===== src/rtl/overcurrent_supervisor.sv =====
// Overcurrent supervisor: trip -> cooldown -> auto-restart, lockout after too many retries.
// Optional lifetime trip counter enabled by macro OVERCURRENT_TRIP_COUNT_EN.
module overcurrent_supervisor #(
   parameter int unsigned COOLDOWN_CYCLES = 50000,
   parameter int unsigned GOOD_CYCLES     = 250000,
   parameter int unsigned MAX_RETRIES     = 3
) (
   input  logic        clk,
   input  logic        rst_n,
   input  logic        enable_req,
   input  logic        current_high,
   input  logic        fault_clr,
   output logic        power_en,
   output logic        fault,
   output logic        lockout,
   output logic [3:0]  retry_cnt,
   output logic [1:0]  state,
   output logic [15:0] trip_count
);

   localparam int unsigned CNT_MAX = (COOLDOWN_CYCLES > GOOD_CYCLES) ? COOLDOWN_CYCLES : GOOD_CYCLES;
   localparam int unsigned CW      = $clog2(CNT_MAX + 1);
   localparam logic [4:0]  MAX_R   = 5'(MAX_RETRIES);

   typedef enum logic [1:0] {
      ST_IDLE     = 2'd0,
      ST_RUN      = 2'd1,
      ST_COOLDOWN = 2'd2,
      ST_LOCKOUT  = 2'd3
   } state_t;

   state_t         r_state, w_next;
   logic [CW-1:0]  r_cnt, w_cnt_next;
   logic [3:0]     r_retry, w_retry_next;
   logic [4:0]     w_retry_inc;
   logic           r_power_en, r_fault, r_lockout;

   // One counter serves both phases: cooldown length in COOLDOWN, trip-free run length in RUN
   always_comb begin
      w_next       = r_state;
      w_cnt_next   = r_cnt;
      w_retry_next = r_retry;
      w_retry_inc  = {1'b0, r_retry} + 5'd1;
      case (r_state)
         ST_IDLE: begin
            if (enable_req) begin
               w_next     = ST_RUN;
               w_cnt_next = '0;
            end
         end
         ST_RUN: begin
            if (current_high) begin
               w_cnt_next   = '0;
               w_retry_next = (w_retry_inc > 5'd15) ? 4'hF : w_retry_inc[3:0];
               w_next       = (w_retry_inc > MAX_R) ? ST_LOCKOUT : ST_COOLDOWN;
            end else begin
               if (!enable_req) w_next = ST_IDLE;
               if (r_cnt < CW'(GOOD_CYCLES)) begin
                  w_cnt_next = r_cnt + CW'(1);
                  if (r_cnt == CW'(GOOD_CYCLES - 1)) w_retry_next = '0;
               end
            end
         end
         ST_COOLDOWN: begin
            if (r_cnt == CW'(COOLDOWN_CYCLES - 1)) begin
               w_next     = enable_req ? ST_RUN : ST_IDLE;
               w_cnt_next = '0;
            end else begin
               w_cnt_next = r_cnt + CW'(1);
            end
         end
         ST_LOCKOUT: begin
            if (fault_clr && !enable_req) begin
               w_next       = ST_IDLE;
               w_retry_next = '0;
            end
         end
         default: w_next = ST_IDLE;
      endcase
   end

   always_ff @(posedge clk) begin
      if (!rst_n) begin
         r_state    <= ST_IDLE;
         r_cnt      <= '0;
         r_retry    <= '0;
         r_power_en <= 1'b0;
         r_fault    <= 1'b0;
         r_lockout  <= 1'b0;
      end else begin
         r_state    <= w_next;
         r_cnt      <= w_cnt_next;
         r_retry    <= w_retry_next;
         r_power_en <= (w_next == ST_RUN);
         r_fault    <= (w_next == ST_COOLDOWN) || (w_next == ST_LOCKOUT);
         r_lockout  <= (w_next == ST_LOCKOUT);
      end
   end

   assign power_en  = r_power_en;
   assign fault     = r_fault;
   assign lockout   = r_lockout;
   assign retry_cnt = r_retry;
   assign state     = r_state;

`ifdef OVERCURRENT_TRIP_COUNT_EN
   logic        w_trip;
   logic [15:0] r_trip_cnt;

   assign w_trip = (r_state == ST_RUN) && current_high;

   always_ff @(posedge clk) begin
      if (!rst_n)
         r_trip_cnt <= '0;
      else if (w_trip && (r_trip_cnt != 16'hFFFF))
         r_trip_cnt <= r_trip_cnt + 16'd1;
   end

   assign trip_count = r_trip_cnt;
`else
   assign trip_count = '0;
`endif

endmodule


===== config.mk =====
export PLATFORM = sky130hd
export DESIGN_NAME = overcurrent_supervisor
export DESIGN_NICKNAME = d
export VERILOG_FILES = /design/src/rtl/overcurrent_supervisor.sv
export SDC_FILE = /design/constraint.sdc
export NUM_CORES = 1
export LEC_CHECK = 0
export CAP_MARGIN = 20
export CORE_ASPECT_RATIO = 1.25
export CORE_MARGIN = 2
export CORE_UTILIZATION = 50
export CTS_BUF_LIST = sky130_fd_sc_hd__clkbuf_8
export DETAILED_ROUTE_END_ITERATION = 8
export PLACE_DENSITY_LB_ADDON = 0.25
export SYNTH_ARGS = -nofsm -noshare
export SYNTH_HDL_FRONTEND = slang
export SYNTH_SLANG_ARGS = --single-unit

===== constraint.sdc =====
create_clock -name clk -period 2.5 [get_ports clk]
set_clock_uncertainty 0.2 [all_clocks]
set_input_delay 0.5 -clock clk [delete_from_list [all_inputs] [get_ports clk]]
set_output_delay 0.5 -clock clk [all_outputs]
set_load 0.05 [all_outputs]

## Word level (Yosys, flattened, before mapping)

Cells that the tools add are included.

| storage, ports and cells | value |
|---|---|
| word-level logic and storage cells | 50 |
| flip-flop bits (word level) | 27 |
| output and inout port bits | 25 |

| operators by class | value |
|---|---|
| equality and inequality tests | 12 |
| magnitude comparators | 3 |
| reduce and logical (&&, ||, !) cells | 8 |
| add/subtract/negate cells | 2 |
| muxes and demuxes | 19 |

Operator list:

| operator | count |
|---|---|
| 18-bit two-way mux | 4 |
| 18-bit case mux with 3 select lines | 1 |
| 4-bit two-way mux | 5 |
| 18-bit by 1-bit adder with 18-bit output (second input constant) | 1 |
| 18-bit by 16-bit equality test with 1-bit output (second input constant) | 1 |
| 18-bit equality test (second input constant) | 1 |
| 18-bit less-than comparator (second input constant) | 1 |
| 2-bit two-way mux | 5 |
| 2-bit equality test (second input constant) | 4 |
| 2-bit case mux with 4 select lines | 1 |
| 4-bit case mux with 2 select lines | 1 |
| 3-bit inequality test (second input constant) | 2 |
| 4-bit by 1-bit adder with 5-bit output (second input constant) | 1 |
| 5-bit by 2-bit > comparator with 1-bit output (second input constant) | 1 |
| 5-bit by 4-bit > comparator with 1-bit output (second input constant) | 1 |
| 2-bit by 1-bit equality test with 1-bit output (second input constant) | 2 |
| 2-bit inequality test (second input constant) | 2 |
| 4-bit AND reduction | 1 |
| 3-bit AND reduction | 1 |
| 3-bit nonzero test | 1 |
| 2-bit zero test | 1 |
| 1-bit two-way mux | 2 |
| 2-bit nonzero test | 1 |
| 1-bit logical AND | 1 |
| other kinds (2) | 2 |

## Depth between registers and ports, before layout

Gate-level depths: netlist of the first run.

| depth | value |
|---|---|
| depth after elaboration | 7 |
| mapped depth | 8 |
| gate-level depth less buffers | 7 |

## Least setup slack after synthesis of the first run

Ideal clock, no wire load.

| timing path | value |
|---|---|
| path kind | flip-flop to flip-flop |
| from | reg r_state[1] (netlist: state[1]) |
| to | reg r_cnt[17] |
| stages on the path, launching flop included | 9 |
| arrival time | 2.614 ns |
| path slack | -0.384 ns |
| path through | dfxtp_1 -> inv_1 -> ha_1 -> nor2b_2 -> or4_1 -> a21o_1 -> buf_6 -> or4_1 -> a21oi_1 |

| on the way | value |
|---|---|
| longest elaborated chain between the ends | 3 |
| elaborated cells between the ends (all ways) | 8 |
| those cells by class | eq/ne (4); mux (1); reduce/logical (3) |

Ends and longest elaborated chain:

| element | RTL line | RTL |
|---|---|---|
| start, declared | 32 | `state_t r_state, w_next;` |
| start signal, assigned | 91 | `r_state <= w_next;` |
| 2-bit by 1-bit equality test with 1-bit output (tied with other cells) | 44 | `case (r_state)` |
| 3-bit inequality test (no source line) (tied with other cells) | - |  |
| 3-bit AND reduction (no source line) | - |  |
| end signal, assigned | 92 | `r_cnt <= w_cnt_next;` |
| end, declared | 33 | `logic [CW-1:0] r_cnt, w_cnt_next;` |

Several ways; a longest one is shown, not always the timed one.
A chain may end at the register's enable or synchronous reset.

## Worst setup path after layout of the first run

| timing path | value |
|---|---|
| from | in enable_req |
| to | reg r_cnt[17] |

| on the way | value |
|---|---|
| longest elaborated chain between the ends | 2 |

Ends and longest elaborated chain:

| element | RTL line | RTL |
|---|---|---|
| start, declared | 10 | `input logic enable_req,` |
| 2-bit inequality test (no source line) | - |  |
| 3-bit AND reduction (no source line) | - |  |

Every way passes these cells.

==> impl.org, run 1 <==
** STA
- In this run the tightest slew margin relative to its limit is 62.3%.
- After routing, the total negative slack on setup checks comes to 0 ps.
- Number of hold-slack violations in the final timing report :: 0
- Post-route worst hold slack :: 315 ps
- In the finished design, the share of the clock period the worst path needs comes to 96.8%.
- Slew at the pin closest to its max-slew limit :: 565 ps
- Final count of negative-setup-slack endpoints :: 0
- After layout, the worst setup slack is 79.1 ps.
- Shortest clock period the worst path allows after layout :: 2420 ps
- Final-report max-slew violation count :: 0
- Timing would allow up to 0.413 GHz.

** Yosys
- The synthesized design contains 26 register bits.
- Yosys printed 0 warnings.
- Share of flip-flops with an asynchronous set or reset :: 0%
- Averaged over all synthesized cells, the footprint is 8.23 um^2.
- Share of the synthesized area in the top cell type :: 29.3%
- In the post-synthesis netlist, the cell with the most instances is sky130_fd_sc_hd__dfxtp_1.
- Ranked by instance count, the synthesized netlist is headed by sky130_fd_sc_hd__dfxtp_1, sky130_fd_sc_hd__a21oi_1, sky130_fd_sc_hd__buf_4, sky130_fd_sc_hd__nor2_1, sky130_fd_sc_hd__nand2_1.
- Counting every instance in the synthesized netlist gives 216.
- Total standard cell area after synthesis :: 1780 um^2
- Leading register cell type out of synthesis :: sky130_fd_sc_hd__dfxtp_1
- Ranked by total cell area, the synthesized netlist is headed by sky130_fd_sc_hd__dfxtp_1, sky130_fd_sc_hd__buf_4, sky130_fd_sc_hd__ha_1.
- Number of enable flip-flop cells after synthesis :: 0
- Sequential-to-total area share from yosys stat :: 29.3%
- After synthesis, the netlist uses 48 different library cells.
- The biggest area contributor in the post-synthesis netlist is sky130_fd_sc_hd__dfxtp_1.

** Worst setup path
- In this run the critical register-to-register path is launched from state[0].
- For this run, the slowest stage of the critical path takes 510 ps.
- The worst setup path is launched from a primary input.
- Walking the worst path, the cells encountered are clkdlybuf4s50_1, nor2b_2, or4_1, a21o_1, or4_1, a21oi_2.
- Required time reported for the critical path endpoint :: 2510 ps
- The setup path with the least slack is of type primary input to flop.
- In this run the worst path has a maximum fanout of 6.
- The setup check on the worst reg-to-reg path leaves a slack of 90 ps.
- Data arrival, critical path :: 2430 ps
- Worst r2r path cells :: 7
- Type of element capturing the critical path :: flop
- In this run the critical register-to-register path is captured at r_cnt[17].
- The slowest stage of the critical path belongs to the cell sky130_fd_sc_hd__or4_1.
- Cell seen most often among critical-path stages :: sky130_fd_sc_hd__or4_1

** CTS
- Clock tree synthesis inserted a total of 3 buffers.
- Max clock buf depth :: 2
- Clock insertion delay at the later pin of the skew report :: 270 ps
- Clock-pin slew was measured on the worst setup and hold paths at 100 ps.
- In this run the number of H-tree levels came out at 1.
- CTS tree :: yes
- In this run the clock root is driven by a sky130_fd_sc_hd__clkbuf_8.
- Clock sink count :: 26
- The number of hold buffers added after CTS was 0.

** Pwr
- In this run the power density over the cells is 432 nW/um^2.
- Max IR drop VDD :: 0.000280 V
- Leakage power :: 0.729 nW
- Summing internal, switching and leakage power gives 0.872 mW.

** Cells and area
- For this run, the number of standard cells in the final layout without fillers is 277.
- Area taken by multi-input logic gates :: 1120 um^2
- Fill cells in the final layout number 329.
- In the final design database the tool counted 253 nets.
- Fraction of final layout cells sized beyond drive strength 1 :: 13.0%
- The number of antenna diodes in the final layout is 0.
- Synth-to-Final Area Change :: 13.5%
- Combined flip-flop and latch cell area :: 528 um^2

** Global route
- Wire length of the first global-routing pass :: 6310 um
- For this run, the total global-route usage over all layers was measured as 18.8%.
- Entering global routing, the biggest net connects 16 pins.
- Congestion Overflow GR :: 0
- Initial antenna violation count :: 0
- Vias in the first global route :: 1413

** Run
- Across the run, the number of max-cap violations was 0.

** Placed design
- Worst Setup Slack post-DPL :: -188 ps
- Summed over all nets, the half-perimeter wirelength after detailed placement is 2770 um.
- Counting tap cells, the placed design contains a total of 272 instances.
- Weighted congestion reported at the end of routability-driven placement :: 0.848
- During placement, the flow inserted port buffers numbering 13.

** Route
- Final routed wirelength across all metal layers :: 3690 um
- After detailed routing, the number of vias per cell comes to 5.85.
- Before antenna repair, the detailed router went through 5 iterations.
- For this block, the via count after detailed routing is 1620.
- In this run the remaining antenna-violating nets after routing total 0.
- In this run, the number of DRC markers left after iteration 0 of detailed routing was 73.
- Dividing the detail-routed wire length by the instance count gives 13.3 um.
- Count of unresolved DRC violations after routing :: 0

** Floorplan
- Overall die area :: 4050 um^2
- From left edge to right edge, the die measures 57.3 um.
- Initial Utilization :: 51.5%
- During I/O placement, the number of pins put on the boundary was 30.
- Vertical die dimension :: 70.7 um
- After floorplanning, the core was sized to cover 3450 um^2.
- The floorplan has 24 rows.

** Worst hold path
- The tightest min-delay check is of the flop to flop type.
- Along the worst hold path, the cell count comes to 2.
- Endpoint of the worst hold path :: r_cnt[15]
- Launch instance of the worst min-delay path :: r_cnt[15]

** Run status
- Result of the run :: completed
[worst max-delay path by stage]
stage | depth (start not counted) | end | startpoint
finish | 6 | r_cnt[17] | enable_req
global route | 7 | r_cnt[17] | state[0]
CTS | 6 | r_cnt[15] | enable_req
detailed placement | 6 | r_cnt[15] | enable_req
global placement | 6 | r_cnt[15] | enable_req
floorplan | 8 | r_cnt[17] | state[1]
[routing by layer]
layer	vias to the layer above	global-route usage, %	wire [um]
li1	814	-	-
met1	738	26.3	1700
met2	60	29.5	1760
met3	8	2.01	152
met4	0	7.49	82
met5	-	0	0
[layout by cell type, fill, tap and decap left out, types with 3 or more instances in the layout]
cell / instances
sky130_fd_sc_hd__inv_1: 7
sky130_fd_sc_hd__a21oi_1: 18
sky130_fd_sc_hd__ha_1: 9
sky130_fd_sc_hd__nor2_1: 17
sky130_fd_sc_hd__nor2b_1: 4
sky130_fd_sc_hd__buf_4: 14
sky130_fd_sc_hd__xnor2_1: 6
sky130_fd_sc_hd__conb_1: 16
sky130_fd_sc_hd__o21ai_0: 8
sky130_fd_sc_hd__nand2_1: 10
sky130_fd_sc_hd__or3_1: 5
sky130_fd_sc_hd__clkdlybuf4s50_1: 13
sky130_fd_sc_hd__nand4_1: 8
sky130_fd_sc_hd__clkbuf_8: 4
sky130_fd_sc_hd__o31ai_1: 4
sky130_fd_sc_hd__dfxtp_1: 24
sky130_fd_sc_hd__nor3_1: 4
sky130_fd_sc_hd__a211o_1: 3
sky130_fd_sc_hd__or4_1: 5
sky130_fd_sc_hd__nand3_1: 6
sky130_fd_sc_hd__mux2i_1: 5
sky130_fd_sc_hd__a31oi_1: 3
sky130_fd_sc_hd__a211oi_1: 7
[sequential cells by signal (all words and copies together), names as in the netlist]
name,cells
power_en,1
state,2
r_cnt,18
lockout,1
retry_cnt,4
[cell families after synthesis]
| group | synth area share (%) |
|---|---|
| simple gates | 26.5 |
| compound gates | 20.2 |
| flops | 29.3 |
| xor+xnor | 3.45 |
| buf+inv | 11.3 |
| other cells | 0.211 |
| mux | 2.82 |
| fa+ha+maj | 6.33 |
[report_power, final]
part / switching, mW / total, mW / leakage (nW) / internal, mW
sequential: 0.00867 / 0.429 / 0.211 / 0.420
clock: 0.132 / 0.273 / 0.0288 / 0.141
combinational: 0.123 / 0.170 / 0.488 / 0.0478
[through the flow]
step,util [%],cell area (um^2)
floorplan,-,1840
global placement,56.5,1950
detailed placement,56.5,1950
CTS,58.1,2010
global route,58.4,2020
finish,58.4,2020
[critical path: cells and delay by family]
family / cells / cell delay, ps
buf+inv: 1 / 500
compound gates: 2 / 370
simple gates: 3 / 1070
[repair_timing]
| item | CTS | global route |
|---|---|---|
| resized for setup | 0 | 1 |
| setup buffers | 0 | 1 |
| setup endpoints to repair | 0 | 1 |
[cell type report]
type / instances / share of cell area (%)
multi-input cells: 172 / 55.4
flip-flops and latches: 26 / 26.2
repair buffers: 27 / 11.7
clock buffers: 4 / 2.73
well taps: 39 / 2.42
inverters: 9 / 1.67
No activity file was read; power rests on OpenSTA's default activity.
==> inputs of run 2 (changes only) <==
Settings changed: SLEW_MARGIN from default to 20.
==> results of run 2 <==
No change in the layout: final DEF, timing and power equal those of run 1.
